**src/rtl/ejtag_pkg.sv**
```systemverilog
// Shared EJTAG definitions: TAP state encoding, instruction codes and IR width.
// Also used by the EJTAG scan block so both agree on instruction ownership.
package ejtag_pkg;

    localparam int IR_WIDTH = 5;

    typedef enum logic [3:0] {
        TAP_TLR      = 4'd0,
        TAP_RTI      = 4'd1,
        TAP_SEL_DR   = 4'd2,
        TAP_CAP_DR   = 4'd3,
        TAP_SH_DR    = 4'd4,
        TAP_EX1_DR   = 4'd5,
        TAP_PAUSE_DR = 4'd6,
        TAP_EX2_DR   = 4'd7,
        TAP_UPD_DR   = 4'd8,
        TAP_SEL_IR   = 4'd9,
        TAP_CAP_IR   = 4'd10,
        TAP_SH_IR    = 4'd11,
        TAP_EX1_IR   = 4'd12,
        TAP_PAUSE_IR = 4'd13,
        TAP_EX2_IR   = 4'd14,
        TAP_UPD_IR   = 4'd15
    } tap_state_e;

    localparam logic [IR_WIDTH-1:0] INSTR_IDCODE   = 5'b00001;
    localparam logic [IR_WIDTH-1:0] INSTR_IMPCODE  = 5'b00011;
    localparam logic [IR_WIDTH-1:0] INSTR_ADDRESS  = 5'b01000;
    localparam logic [IR_WIDTH-1:0] INSTR_DATA     = 5'b01001;
    localparam logic [IR_WIDTH-1:0] INSTR_CONTROL  = 5'b01010;
    localparam logic [IR_WIDTH-1:0] INSTR_ALL      = 5'b01011;
    localparam logic [IR_WIDTH-1:0] INSTR_FASTDATA = 5'b10000;
    localparam logic [IR_WIDTH-1:0] INSTR_BYPASS   = 5'b11111;

    // True for codes whose data register lives in the external scan block.
    function automatic logic is_ejtag_code(input logic [IR_WIDTH-1:0] ir);
        logic hit;
        case (ir)
            INSTR_IMPCODE, INSTR_ADDRESS, INSTR_DATA,
            INSTR_CONTROL, INSTR_ALL, INSTR_FASTDATA: hit = 1'b1;
            default:                                  hit = 1'b0;
        endcase
        return hit;
    endfunction

endpackage

```
**src/rtl/ejtag_tap_fsm.sv**
```systemverilog
// 16-state 1149.1 TAP state machine with Moore strobe decode.
// Strobes depend only on the state register, never on TMS.
module ejtag_tap_fsm
    import ejtag_pkg::*;
(
    input  logic       clk,
    input  logic       rst,
    input  logic       tms,
    output tap_state_e state_q,
    output tap_state_e state_d,
    output logic       capture_dr,
    output logic       shift_dr,
    output logic       update_dr,
    output logic       runtest,
    output logic       capture_ir,
    output logic       shift_ir,
    output logic       update_ir
);

    // State register
    always_ff @(posedge clk or posedge rst) begin
        if (rst) begin
            state_q <= TAP_TLR;
        end else begin
            state_q <= state_d;
        end
    end

    // Next-state transitions on TMS
    always_comb begin
        state_d = state_q;
        case (state_q)
            TAP_TLR:      state_d = tms ? TAP_TLR      : TAP_RTI;
            TAP_RTI:      state_d = tms ? TAP_SEL_DR   : TAP_RTI;
            TAP_SEL_DR:   state_d = tms ? TAP_SEL_IR   : TAP_CAP_DR;
            TAP_CAP_DR:   state_d = tms ? TAP_EX1_DR   : TAP_SH_DR;
            TAP_SH_DR:    state_d = tms ? TAP_EX1_DR   : TAP_SH_DR;
            TAP_EX1_DR:   state_d = tms ? TAP_UPD_DR   : TAP_PAUSE_DR;
            TAP_PAUSE_DR: state_d = tms ? TAP_EX2_DR   : TAP_PAUSE_DR;
            TAP_EX2_DR:   state_d = tms ? TAP_UPD_DR   : TAP_SH_DR;
            TAP_UPD_DR:   state_d = tms ? TAP_SEL_DR   : TAP_RTI;
            TAP_SEL_IR:   state_d = tms ? TAP_TLR      : TAP_CAP_IR;
            TAP_CAP_IR:   state_d = tms ? TAP_EX1_IR   : TAP_SH_IR;
            TAP_SH_IR:    state_d = tms ? TAP_EX1_IR   : TAP_SH_IR;
            TAP_EX1_IR:   state_d = tms ? TAP_UPD_IR   : TAP_PAUSE_IR;
            TAP_PAUSE_IR: state_d = tms ? TAP_EX2_IR   : TAP_PAUSE_IR;
            TAP_EX2_IR:   state_d = tms ? TAP_UPD_IR   : TAP_SH_IR;
            TAP_UPD_IR:   state_d = tms ? TAP_SEL_DR   : TAP_RTI;
            default:      state_d = TAP_TLR;
        endcase
    end

    // Moore strobe decode from the state register
    always_comb begin
        capture_dr = 1'b0;
        shift_dr   = 1'b0;
        update_dr  = 1'b0;
        runtest    = 1'b0;
        capture_ir = 1'b0;
        shift_ir   = 1'b0;
        update_ir  = 1'b0;
        case (state_q)
            TAP_RTI:    runtest    = 1'b1;
            TAP_CAP_DR: capture_dr = 1'b1;
            TAP_SH_DR:  shift_dr   = 1'b1;
            TAP_UPD_DR: update_dr  = 1'b1;
            TAP_CAP_IR: capture_ir = 1'b1;
            TAP_SH_IR:  shift_ir   = 1'b1;
            TAP_UPD_IR: update_ir  = 1'b1;
            default:    runtest    = 1'b0;
        endcase
    end

endmodule

```
**src/rtl/ejtag_tap_ctrl.sv**
```systemverilog
// EJTAG TAP controller: instruction register, IDCODE/BYPASS data registers
// and the TDO mux in front of the external EJTAG scan chain.
module ejtag_tap_ctrl
    import ejtag_pkg::*;
#(
    parameter logic [31:0] IDCODE_VALUE = 32'h0000_0001
) (
    input  logic                JTAG_CLOCK,
    input  logic                RESET_D1_JR,
    input  logic                JTAG_TMS,
    input  logic                JTAG_TDI,
    input  logic                JTAG_ESCANOUT,
    output logic                JTAG_ESCANIN,
    output logic [IR_WIDTH-1:0] JTAG_IR,
    output logic                JTAG_CAPTURE,
    output logic                JTAG_SHIFT,
    output logic                JTAG_UPDATE,
    output logic                JTAG_RUNTEST,
    output logic                JTAG_TDO,
    output logic                JTAG_TDO_EN
);

    tap_state_e          state_s;
    tap_state_e          next_state_s;
    logic                capture_dr_s, shift_dr_s, update_dr_s, runtest_s;
    logic                capture_ir_s, shift_ir_s, update_ir_s;

    logic [IR_WIDTH-1:0] ir_q, ir_d;
    logic [IR_WIDTH-1:0] ir_sr_q, ir_sr_d;
    logic [31:0]         idcode_sr_q, idcode_sr_d;
    logic                bypass_q, bypass_d;
    logic                ir_is_idcode_s;

    ejtag_tap_fsm u_fsm (
        .clk        (JTAG_CLOCK),
        .rst        (RESET_D1_JR),
        .tms        (JTAG_TMS),
        .state_q    (state_s),
        .state_d    (next_state_s),
        .capture_dr (capture_dr_s),
        .shift_dr   (shift_dr_s),
        .update_dr  (update_dr_s),
        .runtest    (runtest_s),
        .capture_ir (capture_ir_s),
        .shift_ir   (shift_ir_s),
        .update_ir  (update_ir_s)
    );

    assign ir_is_idcode_s = (ir_q == INSTR_IDCODE);

    // Next values for IR and IDCODE registers; entering TLR reinitialises them
    always_comb begin
        ir_d        = ir_q;
        ir_sr_d     = ir_sr_q;
        idcode_sr_d = idcode_sr_q;
        if (next_state_s == TAP_TLR) begin
            ir_d        = INSTR_IDCODE;
            ir_sr_d     = INSTR_IDCODE;
            idcode_sr_d = IDCODE_VALUE;
        end else begin
            if (update_ir_s) begin
                ir_d = ir_sr_q;
            end else begin
                ir_d = ir_q;
            end
            if (capture_ir_s) begin
                ir_sr_d = INSTR_IDCODE;
            end else if (shift_ir_s) begin
                ir_sr_d = {JTAG_TDI, ir_sr_q[IR_WIDTH-1:1]};
            end else begin
                ir_sr_d = ir_sr_q;
            end
            if (capture_dr_s && ir_is_idcode_s) begin
                idcode_sr_d = IDCODE_VALUE;
            end else if (shift_dr_s && ir_is_idcode_s) begin
                idcode_sr_d = {JTAG_TDI, idcode_sr_q[31:1]};
            end else begin
                idcode_sr_d = idcode_sr_q;
            end
        end
    end

    // Bypass bit: captures 0, then follows TDI while shifting
    always_comb begin
        if (capture_dr_s) begin
            bypass_d = 1'b0;
        end else if (shift_dr_s) begin
            bypass_d = JTAG_TDI;
        end else begin
            bypass_d = bypass_q;
        end
    end

    // Data and instruction registers
    always_ff @(posedge JTAG_CLOCK or posedge RESET_D1_JR) begin
        if (RESET_D1_JR) begin
            ir_q        <= INSTR_IDCODE;
            ir_sr_q     <= INSTR_IDCODE;
            idcode_sr_q <= IDCODE_VALUE;
            bypass_q    <= 1'b0;
        end else begin
            ir_q        <= ir_d;
            ir_sr_q     <= ir_sr_d;
            idcode_sr_q <= idcode_sr_d;
            bypass_q    <= bypass_d;
        end
    end

    // TDO mux; pad logic retimes it to the falling edge
    always_comb begin
        JTAG_TDO = 1'b0;
        if (shift_ir_s) begin
            JTAG_TDO = ir_sr_q[0];
        end else if (shift_dr_s) begin
            if (is_ejtag_code(ir_q)) begin
                JTAG_TDO = JTAG_ESCANOUT;
            end else if (ir_is_idcode_s) begin
                JTAG_TDO = idcode_sr_q[0];
            end else begin
                JTAG_TDO = bypass_q;
            end
        end else begin
            JTAG_TDO = 1'b0;
        end
    end

    assign JTAG_ESCANIN = JTAG_TDI;
    assign JTAG_IR      = ir_q;
    assign JTAG_CAPTURE = capture_dr_s;
    assign JTAG_SHIFT   = shift_dr_s;
    assign JTAG_UPDATE  = update_dr_s;
    assign JTAG_RUNTEST = runtest_s;
    assign JTAG_TDO_EN  = shift_dr_s | shift_ir_s;

endmodule

```
**config.mk**
```make
export PLATFORM = sky130hd
export DESIGN_NAME = ejtag_tap_ctrl
export DESIGN_NICKNAME = d
export VERILOG_FILES = /design/src/rtl/ejtag_pkg.sv /design/src/rtl/ejtag_tap_fsm.sv /design/src/rtl/ejtag_tap_ctrl.sv
export SDC_FILE = /design/constraint.sdc
export NUM_CORES = 1
export LEC_CHECK = 0
export CORE_MARGIN = 5
export CORE_UTILIZATION = 40
export DETAILED_ROUTE_END_ITERATION = 16
export PLACE_DENSITY_LB_ADDON = 0.25
export SYNTH_ARGS = -nofsm -noshare
export SYNTH_HDL_FRONTEND = slang
export SYNTH_SLANG_ARGS = --single-unit
```
**constraint.sdc**
```tcl
create_clock -name JTAG_CLOCK -period 3.1 [get_ports JTAG_CLOCK]
set_input_delay 0.465 -clock JTAG_CLOCK [delete_from_list [all_inputs] [get_ports JTAG_CLOCK]]
set_output_delay 0.465 -clock JTAG_CLOCK [all_outputs]
set_load 0.1 [all_outputs]
```
==> out/qor.yml, run 1 <==
fin_ws_ns: 0.661
hp-class: "reg -> reg"
wl_per_cell_um: 14.5
clock_sinks: 47
cp_max_fo: 18
grt_overflow_total: 0
synth_cell_types: 35
cp_top_family: "flip-flops"
syn_area_per_cell_um2: 10.6
hold_depth: 2
fin_cells: 284
synth_top_flop_cell: "dfrtp_1"
synth_warnings: 0
max_slew_margin_pct: 35.9
yosys.area.top_type_share_pct: 50.5
layout-drive-gt1-share_pct: 14.5
yosysSeqAreaShare_pct: 54.1
start_util_pct: 41.9
ios: 17
setup_viol: 0
met3_length_um: 113
routed.top_layer: "met4"
finalCritPeriodShare_pct: 78.7
drc_errors: 0
ctsResizeCount: 0
fin_nets: 218
syn-num-nets: 211
cp-start-kind: "flip-flop"
peakVddDrop_v: 0.000597
ctsHoldBuffers: 0
final_util_pct: 46.1
ys_ff_latch: 47
post-cts-setup-buffers: 0
worst_ep_arrival_time_ns: 1.97
reg2reg_depth: 5
worst_pin_slew_ns: 0.960
worst-setup-path-type: "reg -> out"
power_leakage_nw: 1.15
end_kind: "output pin"
antenna_found_initial: 0
grt_usage_pct: 12.1
fmax_ghz: 0.410
powerDensity_nw_per_um2: 1130
diodes: 0
h-tree-depth: 2
cts-root-buf: "clkbuf_8"
wl_um: 4110
dpl_worst_slack_ns: 0.988
drt-met1-wl_um: 2100
synth_area_um2: 2180
cap_violations: 0
cp_num_buf_inv: 1
dr.pass1.iters: 4
tns_ns: 0
dp_cells: 276
synthTopCellsByArea: "dfrtp_1 (50%), a22oi_1 (11%), nor2_1 (7.6%)"
hold_viol_final: 0
area_growth_pct: 9.98
drtIter0Drc: 121
clock_skew_ns: 0.00364
max_stage_delay_ns: 0.75
async_reset_ff_share_pct: 100
place.gp.congestion: 0.780
critPathRequiredTime_ns: 2.63
grt_pass1_wl_um: 6980
grt_pass1_vias: 1461
vias: 1542
route.antenna.remaining_nets: 0
clk_pin_slew_ns: 0.08
status: "finished clean"
synth_top_area_cell: "dfrtp_1"
cp_cell_sequence: "nor2b_1 -> nand3_1 -> o22ai_2 -> buf_4"
row_count: 26
rsz0062_at_grt: "false"
core_area_um2: 5200
wl_met2_um: 1830
multi_input_area_um2: 862
clk_latency_ns: 0.29
tritoncts: "yes"
cts_made_buffers: 5
synthCells: 206
grt_max_degree: 48
cts_max_path_buffers: 2
crit_cells: 4
slew_viol_final: 0
hpwl_um: 2540
synth_edf_count: 0
die_w_um: 83.9
worst_path_max_delay_cell: "dfrtp_1"
io_buffer_count: 16
fillCellCount: 485
dieArea_um2: 7030
die_h_um: 83.9
period_minus_slack_ns: 2.44
vias_per_cell: 5.43
regArea_um2: 1180
[final timing paths]
kind / slack (ns) / endpoint / start
max reg2reg: 1.12 / idcode_sr_q[20] / u_fsm.state_q[3]
max in group asynchronous: 1.80 / JTAG_IR[1] / RESET_D1_JR
min reg2reg: 0.53 / idcode_sr_q[24] / idcode_sr_q[24]
min: 0.53 / idcode_sr_q[24] / idcode_sr_q[24]
min in group asynchronous: 0.71 / idcode_sr_q[15] / RESET_D1_JR
max: 0.66 / JTAG_TDO / u_fsm.state_q[3]
[metal layers]
metal  GRT usage [%]  vias up
li1                -      752
met3            3.26        8
met1            17.2      760
met2            17.6       22
met5               0        -
met4            4.39        0
[cell usage in the layout, fill, tap and decap left out, drive strengths merged, types with 4 or more instances in the layout]
cell type / Yosys / layout
dfrtp: 44 / 44
nor2: 44 / 44
a22oi: 32 / 32
buf: 15 / 15
mux2i: 8 / 8
clkbuf: 4 / 7
a21oi: 6 / 6
inv: 6 / 6
o21ai: 6 / 6
a22o: 5 / 5
nor2b: 4 / 4
nand2: 4 / 4
clkdlybuf4s50: 0 / 4
[sequential cells by signal, indices dropped and copies added (netlist names)]
register	flops
JTAG_IR	5
bypass_q	1
ir_sr_q	5
idcode_sr_q	32
u_fsm.state_q	4
[through the flow]
step / hold WS (ns) / cell area [µm²] / total power [mW]
after global routing: 0.564 / 2400 / 2.91
after floorplan: 0.486 / 2200 / 2.16
after global placement: 0.510 / 2300 / 2.34
final: 0.531 / 2400 / 2.72
after detailed placement: 0.516 / 2300 / 2.35
after CTS: 0.541 / 2400 / 2.74
[synthesized netlist by cell type, drive strengths merged (2+ instances only)]
cell	instances
and3	2
buf	15
nor2	44
mux2i	8
dfrtp	44
and4	2
nor2b	4
a221oi	2
dfstp	3
clkbuf	4
a211o	3
inv	6
nand2	4
o21ai	6
nand3	3
a21oi	6
a22o	5
a22oi	32
[power by group]
group | total (mW) | switching, mW | leakage [nW] | internal (mW)
Sequential | 1.14 | 0.277 | 0.628 | 0.863
Clock | 0.383 | 0.200 | 0.0484 | 0.183
Combinational | 1.19 | 0.799 | 0.477 | 0.394
Total | 2.72 | 1.28 | 1.15 | 1.44
[worst register-to-register path: stages (launching register included)]
cell and delay (ns):
dfrtp_1 0.61, nor4b_4 0.50, and4_1 0.24, buf_4 0.31, a22oi_1 0.15, nor2_1 0.11
[cell type report]
| type | instances | area share (%) |
|---|---|---|
| clock inverters | 1 | 0.365 |
| repair buffers | 19 | 6.36 |
| flip-flops and latches | 47 | 49.2 |
| inverters | 6 | 0.938 |
| clock buffers | 7 | 3.60 |
| multi-input cells | 134 | 35.9 |
| well taps | 70 | 3.65 |
[cell families (layout without fill, tap and decap cells)]
group,after synthesis,in the layout,share of synthesized area (%)
and+or+nand+nor,66,66,14.7
muxes,8,8,3.67
xor gates and xnor gates,1,1,0.401
DFF,47,47,54.1
AOI/OAI and AO/OA,59,59,20.0
buffers and inverters,25,33,7.22
(Power assumes the default switching activity.)
==> inputs of run 2 (changes only) <==
Clock period 3.1 ns to 2.49 ns, I/O delays scaled along.
==> out/qor.yml, run 2 (synthesized netlist as in run 1, its figures left out) <==
status: "finished clean"  # unchanged
fin_nets: 222  # was 218
worst_pin_slew_ns: 0.586  # was 0.960 ns
cp_max_fo: 18  # unchanged
ios: 17  # unchanged
drtIter0Drc: 142  # was 121
fin_cells: 288  # was 284
clock_skew_ns: 0.00749  # was 0.00364 ns
end_kind: "output pin"  # unchanged
period_minus_slack_ns: 2.35
grt_usage_pct: 12.4  # was 12.1%
clockPowerShare_pct: 12.6  # was 14.1%
cp_cell_sequence: "nor2b_1 -> nand3_1 -> o22ai_4 -> buf_12"  # was nor2b_1 -> nand3_1 -> o22ai_2 -> buf_4
peakVddDrop_v: 0.000641  # was 0.000597 V
h-tree-depth: 2  # unchanged
post-cts-setup-buffers: 0  # unchanged
grt_pass1_vias: 1406  # was 1461
hp-class: "in -> async"  # was reg -> reg
r2r_end: "idcode_sr_q[0]"  # was idcode_sr_q[20]
cap_violations: 0  # unchanged
vias_per_cell: 5.48  # was 5.43
p_sw_share_pct: 46.4  # was 47.0%
clock_sinks: 47  # unchanged
fin_ws_ns: 0.140  # was 0.661 ns
cts_max_path_buffers: 2  # unchanged
regArea_um2: 1180  # about the same
p_sw_mw: 1.63  # was 1.28 mW
p_int_mw: 1.88  # was 1.44 mW
worst_path_max_delay_cell: "dfrtp_1"  # unchanged
cts-root-buf: "clkbuf_8"  # unchanged
regMostFlops: "idcode_sr_q"  # unchanged
wl_um: 4180  # was 4110 µm
drc_errors: 0  # unchanged
dp_cells: 280  # was 276
die_h_um: 83.9  # unchanged
largest_reg_flops: 32  # unchanged
dr.pass1.iters: 4  # unchanged
start_util_pct: 41.9  # unchanged
multi_input_area_um2: 873  # was 862 µm²
p_comb_share_pct: 47.6  # was 43.9%
max_stage_delay_ns: 0.72  # was 0.75 ns
rsz0062_at_grt: "false"  # unchanged
tns_ns: 0  # unchanged
cts_made_buffers: 5  # unchanged
dpl_worst_slack_ns: 0.487  # was 0.988 ns
place.gp.congestion: 0.818  # was 0.780
layout_commonest_cell: "nor2_1"
finalCritPeriodShare_pct: 94.4
grt_pass1_wl_um: 7160  # was 6980 µm
final_util_pct: 48.7  # was 46.1%
dieArea_um2: 7030  # unchanged
cp-start-kind: "flip-flop"  # unchanged
layout-drive-gt1-share_pct: 17.9  # was 14.5%
tritoncts: "yes"  # unchanged
worstReg2RegStart: "u_fsm.state_q[3]"  # unchanged
wl_per_cell_um: 14.5  # about the same
power_leakage_nw: 1.19  # was 1.15 nW
fmax_ghz: 0.425
core_area_um2: 5200  # unchanged
antenna_found_initial: 0  # unchanged
area_growth_pct: 16.2  # was 9.98%
worst-setup-path-type: "reg -> out"  # unchanged
clk_latency_ns: 0.30  # was 0.29 ns
route.antenna.remaining_nets: 0  # unchanged
slew_viol_final: 0  # unchanged
hpwl_um: 2650  # was 2540 µm
powerDensity_nw_per_um2: 1390  # was 1130 nW/µm²
finalPower_mw: 3.51  # was 2.72 mW
rrSetupSlack_ns: 0.57  # was 1.12 ns
setup_viol: 0  # unchanged
grt_max_degree: 38  # was 48
ctsResizeCount: 0  # unchanged
final_cell_mix: "nor2_1 (44), dfrtp_1 (41), a22oi_1 (32)"  # was dfrtp_1 (44), nor2_1 (44), a22oi_1 (32)
io_buffer_count: 16  # unchanged
max_slew_margin_pct: 60.9  # was 35.9%
reg2reg_depth: 5  # unchanged
p_seq_share_pct: 39.7  # was 42.0%
worst_ep_arrival_time_ns: 1.98  # was 1.97 ns
ctsHoldBuffers: 0  # unchanged
vias: 1578  # was 1542
clk_pin_slew_ns: 0.09  # was 0.08 ns
grt_overflow_total: 0  # unchanged
diodes: 0  # unchanged
critPathRequiredTime_ns: 2.12  # was 2.63 ns
fillCellCount: 491  # was 485
row_count: 26  # unchanged
hold_viol_final: 0  # unchanged
die_w_um: 83.9  # unchanged
-- run 2: cell count changes in the layout (fill, tap and decap cells not counted) --
cell        delta
buf_12         +8
buf_4          -4
dfrtp_1        -3
dfrtp_2        +3
clkbuf_8       -1
clkinv_2       +1
clkinv_4       -1
clkinvlp_4     +1
o21ai_1        -1
o21ai_2        +1
o22ai_2        -1
o22ai_4        +1
-- run 2: routing by layer --
metal  share of wire [%]  global-route usage [%]  vias to the layer above  wire [µm]
met5                   0                       0                        -          0
met4                 1.1                    3.51                        0         46
met3                 5.9                    3.55                        6        246
met2                  45                    16.9                       43       1890
met1                  48                    18.9                      771       2000
li1                    -                       -                      758          -
-- run 2: worst max-delay path: cells and delay by family, from the launching register on --
family / cells / cell delay (ns)
and+or+nand+nor: 2 / 0.50
AOI/OAI and AO/OA: 1 / 0.26
DFF: 1 / 0.72
buffers and inverters: 1 / 0.20
-- run 2: per-stage QoR --
step / area, µm² / hold slack [ns]
after CTS: 2530 / 0.448
after detailed placement: 2450 / 0.507
final: 2530 / 0.437
after global placement: 2450 / 0.506
after floorplan: 2210 / 0.486
after global routing: 2530 / 0.472
-- run 2: power by group through the flow --
stage | clock network (mW) | registers (mW) | logic, mW
after CTS | 0.463 | 1.40 | 1.69
after floorplan | 0 | 1.47 | 1.24
after global routing | 0.501 | 1.45 | 1.81
after global placement | 0 | 1.40 | 1.66
after detailed placement | 0 | 1.41 | 1.68
final | 0.444 | 1.40 | 1.67
-- run 2: how the worst max path moves through the flow --
stage | start | to | slack [ns] | cells past startpoint
after floorplan | u_fsm.state_q[3] | JTAG_UPDATE | -0.47 | 4
after global placement | u_fsm.state_q[3] | JTAG_TDO | 0.54 | 4
after detailed placement | u_fsm.state_q[3] | JTAG_TDO | 0.49 | 4
after CTS | u_fsm.state_q[3] | JTAG_TDO | 0.15 | 4
after global routing | u_fsm.state_q[3] | JTAG_TDO | 0.03 | 4
final | u_fsm.state_q[3] | JTAG_TDO | 0.14 | 4
-- run 2: cell type report --
| class | count | area share (%) |
|---|---|---|
| clock buffers | 6 | 2.86 |
| clock inverters | 2 | 0.494 |
| inverters | 6 | 0.888 |
| multi-input cells | 134 | 34.5 |
| flip-flops and latches | 47 | 46.7 |
| well taps | 70 | 3.46 |
| repair buffers | 23 | 11.2 |
==> inputs of run 3 (changes only) <==
Settings changed: HOLD_SLACK_MARGIN set to 0.1.
==> results of run 3 <==
The final DEF is identical to that of run 2; final timing and power are the same.
==> patch 1, RTL diff (flow settings as in run 3) <==
Register the inputs `JTAG_TMS`, `JTAG_TDI` and `JTAG_ESCANOUT` before use. The logic sees them one clock later.
--- a/src/rtl/ejtag_tap_ctrl.sv
+++ b/src/rtl/ejtag_tap_ctrl.sv
@@ -20,6 +20,16 @@
     output logic                JTAG_TDO_EN
 );
 
+    logic JTAG_TMS_q;
+    logic JTAG_TDI_q;
+    logic JTAG_ESCANOUT_q;
+
+    always_ff @(posedge JTAG_CLOCK) begin
+        JTAG_TMS_q      <= JTAG_TMS;
+        JTAG_TDI_q      <= JTAG_TDI;
+        JTAG_ESCANOUT_q <= JTAG_ESCANOUT;
+    end
+
     tap_state_e          state_s;
     tap_state_e          next_state_s;
     logic                capture_dr_s, shift_dr_s, update_dr_s, runtest_s;
@@ -34,7 +44,7 @@
     ejtag_tap_fsm u_fsm (
         .clk        (JTAG_CLOCK),
         .rst        (RESET_D1_JR),
-        .tms        (JTAG_TMS),
+        .tms        (JTAG_TMS_q),
         .state_q    (state_s),
         .state_d    (next_state_s),
         .capture_dr (capture_dr_s),
@@ -66,14 +76,14 @@
             if (capture_ir_s) begin
                 ir_sr_d = INSTR_IDCODE;
             end else if (shift_ir_s) begin
-                ir_sr_d = {JTAG_TDI, ir_sr_q[IR_WIDTH-1:1]};
+                ir_sr_d = {JTAG_TDI_q, ir_sr_q[IR_WIDTH-1:1]};
             end else begin
                 ir_sr_d = ir_sr_q;
             end
             if (capture_dr_s && ir_is_idcode_s) begin
                 idcode_sr_d = IDCODE_VALUE;
             end else if (shift_dr_s && ir_is_idcode_s) begin
-                idcode_sr_d = {JTAG_TDI, idcode_sr_q[31:1]};
+                idcode_sr_d = {JTAG_TDI_q, idcode_sr_q[31:1]};
             end else begin
                 idcode_sr_d = idcode_sr_q;
             end
@@ -85,7 +95,7 @@
         if (capture_dr_s) begin
             bypass_d = 1'b0;
         end else if (shift_dr_s) begin
-            bypass_d = JTAG_TDI;
+            bypass_d = JTAG_TDI_q;
         end else begin
             bypass_d = bypass_q;
         end
@@ -113,7 +123,7 @@
             JTAG_TDO = ir_sr_q[0];
         end else if (shift_dr_s) begin
             if (is_ejtag_code(ir_q)) begin
-                JTAG_TDO = JTAG_ESCANOUT;
+                JTAG_TDO = JTAG_ESCANOUT_q;
             end else if (ir_is_idcode_s) begin
                 JTAG_TDO = idcode_sr_q[0];
             end else begin
@@ -124,7 +134,7 @@
         end
     end
 
-    assign JTAG_ESCANIN = JTAG_TDI;
+    assign JTAG_ESCANIN = JTAG_TDI_q;
     assign JTAG_IR      = ir_q;
     assign JTAG_CAPTURE = capture_dr_s;
     assign JTAG_SHIFT   = shift_dr_s;
Function: changed (Yosys sat finds a counterexample within 4 cycles, from zero or initial values and one cycle with RESET_D1_JR high).
==> patch 1 against run 3 <==
- area after synthesis is 5.3% higher
- cell count is 15% higher
- routed wire length up 12%
- first-iteration DRC count up 13%
- die area is 4.7% higher
- combinational power shrank 5%
- sequential share of layout area down 3.3 points
- utilization increased by 2.9 points
- power shrank 12%
- sequential cell count grew 3
- clock skew barely moved
- final area grew 13%
- setup slack got worse by 0.046 ns
- non-clock buffer count grew 3
==> patch 1: results <==
metrics = {
    "synthesis": {
        "synth-async-reset-ratio_pct": 94.0,
        "yosys-top-cells-count": "44 x dfrtp_1, 38 x a21oi_1, 36 x nand2_1",
        "synthXorXnorAreaFrac_pct": 0.381,
        "synth_area_leaders": "dfrtp_1 48%, a21oi_1 8.3%, nand3_1 7.4%",
        "synth_compound_area_share_pct": 16.7,
        "syn-num-nets": 252,
        "synth.mux.area_fraction_pct": 2.18,
        "synth_top_family_by_area": "simple AND/OR/NAND/NOR gates",
    },
    "critical_path": {
        "timing.rr.end": "idcode_sr_q[25]$_DFFE_PP0P_",
        "critPathSlowestCell": "or4b_2",
        "cp.arrival_ns": 2.02,
        "cp_max_fo": 5,
        "rrSetupSlack_ns": 0.60,
    },
    "power": {
        "power.density_nw_per_um2": 1080,
        "power_leakage_nw": 1.20,
        "clkPwrFrac_pct": 15.4,
        "ir_worst_vdd_uv": 922,
    },
    "place": {
        "place_area_um2": 2760,
        "place_ws_ns": 0.433,
        "post-place-cells": 322,
        "dp_hpwl_um": 2850,
        "gp_congestion": 0.801,
    },
    "cells_and_area": {
        "fillers": 516,
        "area_delta_synth_final_pct": 24.3,
        "fin_nets": 262,
    },
    "timing": {
        "slew_headroom_pct": 58.4,
    },
    "outcome": {
        "outcome": "completed",
    },
    "detailed_routing": {
        "vias_per_cell": 5.42,
        "drt_iter0_drc": 160,
        "wl_met3_um": 177,
        "post_drt_wl_per_cell_um": 14.1,
        "route.met2.wl_um": 2150,
    },
    "grt": {
        "grt_max_degree": 48,
        "grt_pass1_vias": 1779,
    },
}
patch 1: cell types whose count changed after synthesis, moves of 4 or more:
cell and delta:
nor2_1 -32, nand2_1 +32, nor3_1 +4, nand3_1 +31
a22oi_1 -32, clkbuf_1 +6, a21oi_1 +32, buf_2 +4
patch 1: final cells by class:
type | instances | share of cell area (%)
clock buffer | 6 | 2.54
multi-input combinational | 168 | 38.9
timing repair buffer | 26 | 10.7
clock inverter | 2 | 0.482
inverter | 6 | 0.788
tap | 72 | 3.15
sequential | 50 | 43.4
patch 1: metal layers:
layer | global-route usage [%] | vias to the layer above
li1 | - | 877
met1 | 19.1 | 881
met2 | 21.8 | 24
met3 | 3.65 | 6
met4 | 4.32 | 0
met5 | 0 | -
patch 1: worst max-delay path by stage:
stage / from / end / slack [ns] / depth (start not counted)
after CTS: JTAG_IR[0]$_DFFE_PP1P_ / JTAG_TDO / 0.09 / 5
after global placement: JTAG_IR[0]$_DFFE_PP1P_ / JTAG_TDO / 0.45 / 5
after floorplan: u_fsm.state_q[3]$_DFF_PP0_ / JTAG_TDO / -0.65 / 4
after global routing: JTAG_IR[1]$_DFFE_PP0P_ / JTAG_TDO / -0.02 / 5
after detailed placement: JTAG_IR[1]$_DFFE_PP0P_ / JTAG_TDO / 0.43 / 5
final: JTAG_IR[1]$_DFFE_PP0P_ / JTAG_TDO / 0.09 / 5
patch 1: worst max-delay path: cells and delay by family (launching register included):
family / cells / cell delay (ns)
AO/OA/AOI/OAI: 3 / 0.42
buffers and inverters: 1 / 0.19
flip-flops: 1 / 0.43
AND/OR/NAND/NOR: 1 / 0.66
==> patch 2, RTL diff (config.mk and constraints of run 3) <==
Without the edit above. `IR_WIDTH`: 5 -> 7.
--- a/src/rtl/ejtag_pkg.sv
+++ b/src/rtl/ejtag_pkg.sv
@@ -2,7 +2,7 @@
 // Also used by the EJTAG scan block so both agree on instruction ownership.
 package ejtag_pkg;
 
-    localparam int IR_WIDTH = 5;
+    localparam int IR_WIDTH = 7;
 
     typedef enum logic [3:0] {
         TAP_TLR      = 4'd0,
Ports: changed (resized JTAG_IR); port bits go from 17 to 19. The function was not compared with the original's and may differ.
==> patch 2 against run 3 <==
- hold slack improved by 0.063 ns
- final area rose by 7.3%
- area after synthesis rose by 7.1%
- critical endpoint unchanged
- power fell by 1.5%
- routed wire length rose by 11%
- setup slack improved by 0.025 ns
- highest routed layer unchanged
- cell count rose by 8.0%
- count of clock-buffer cells in the layout rose by 1
- utilization fell by 0.22 points
- sequential cell count rose by 4
==> patch 2: results <==
metrics = {
    "detailed_routing": {
        "post_drt_wl_per_cell_um": 14.9,
        "vias_per_cell": 5.41,
        "drt_iter0_drc": 92,
    },
    "synthesis": {
        "synth_area_leaders": "dfrtp_1 51%, a22oi_1 10%, nor2_1 5.9%",
        "yosys-top-cells-count": "48 x dfrtp_1, 37 x nor2_1, 32 x a22oi_1",
        "seq_area_frac_synth_pct": 54.8,
        "syn-num-nets": 231,
        "synth_cell_type_count": 41,
    },
    "outcome": {
        "outcome": "completed",
    },
    "critical_path": {
        "critPathSlowestCell": "or4b_4",
        "reg2reg_from": "u_fsm.state_q[1]$_DFF_PP0_",
        "cp.arrival_ns": 1.95,
        "startpoint": "JTAG_IR[4]$_DFFE_PP0P_",
        "cp_max_fo": 7,
    },
    "hold_path": {
        "hold_path_class": "reg -> reg",
    },
    "grt": {
        "grt_max_degree": 52,
        "antenna_found_initial": 0,
        "grt_usage_pct": 13.3,
        "grt_pass1_vias": 1647,
        "grt_pass1_wl_um": 8020,
    },
    "power": {
        "power_leakage_nw": 1.24,
        "ir_worst_vdd_uv": 815,
        "p_int_w": 0.00186,
    },
    "timing": {
        "finClkSkew_ns": 0.0126,
        "slew_headroom_pct": 56.8,
    },
    "cells_and_area": {
        "fin_nets": 243,
        "fillers": 534,
        "area_delta_synth_final_pct": 16.3,
        "drive_gt1_share_pct": 20.9,
    },
    "place": {
        "gp_congestion": 0.784,
        "place_area_um2": 2610,
        "io_buffer_count": 18,
        "dp_hpwl_um": 2890,
        "place_ws_ns": 0.323,
    },
    "clocking": {
        "clk_latency_ns": 0.30,
    },
}
[patch 2: area by class of cell]
type,count,share of cell area (%)
multi-input cells,148,34.8
clock inverters,1,0.276
well taps,72,3.31
clock buffers,7,2.81
inverters,5,0.690
repair buffers,27,11.0
flip-flops and latches,51,47.1
[patch 2: cells by family after synthesis]
group	count (synthesis)	synth area share (%)
AND/OR/NAND/NOR	75	15.7
buffers and inverters	27	7.07
XOR/XNOR	1	0.375
AO/OA/AOI/OAI	71	21.6
flip-flops	51	54.8
multiplexers	1	0.428
[patch 2: critical path, delay by kind of cell, from the launching register on]
kind / cells / cell delay, ns
AND/OR/NAND/NOR: 1 / 0.50
buffers and inverters: 1 / 0.17
AO/OA/AOI/OAI: 3 / 0.54
flip-flops: 1 / 0.45
[patch 2: repair_timing]
action	CTS	global route
resized for setup	0	2
pin swaps	1	1
setup buffers	2	0
endpoints found under the setup margin	1	1
gates cloned	0	0
[patch 2: power by group through the flow]
stage	Sequential [W]	Clock, W	Combinational (W)
6_report	0.00130	0.000457	0.00171
5_1_grt	0.00134	0.000516	0.00183
4_1_cts	0.00130	0.000484	0.00172
3_5_place_dp	0.00131	0	0.00171
3_3_place_gp	0.00131	0	0.00170
2_1_floorplan	0.00141	0	0.00127
[patch 2: through the flow]
| step | power, W | cells | hold WS [ns] |
|---|---|---|---|
| after detailed placement | 0.00302 | 301 | 0.489 |
| final | 0.00346 | 311 | 0.499 |
| after CTS | 0.00350 | 311 | 0.504 |
| after global routing | 0.00369 | 311 | 0.529 |
| after global placement | 0.00301 | 301 | 0.496 |
| after floorplan | 0.00268 | 226 | 0.461 |
[patch 2: path summary, 6_finish.rpt]
check	end	slack, ns
max in group asynchronous	JTAG_IR[5]$_DFFE_PP0P_	1.49
hold / removal	ir_sr_q[0]$_DFFE_PP1P_	0.50
min in group asynchronous	idcode_sr_q[7]$_DFFE_PP0P_	0.57
hold reg to reg	ir_sr_q[0]$_DFFE_PP1P_	0.50
setup reg to reg	idcode_sr_q[0]$_DFFE_PP1P_	0.56
setup / recovery	JTAG_TDO	0.17
[patch 2: metal layers]
metal  wire [um]  vias up  part of all wire [%]  global-route usage [%]
met5           0        -                     0                       0
met4          92        0                   2.0                    5.67
li1            -      829                     -                       -
met2        2210       27                    48                    21.0
met3         141        9                   3.0                    3.23
met1        2180      817                    47                    17.5
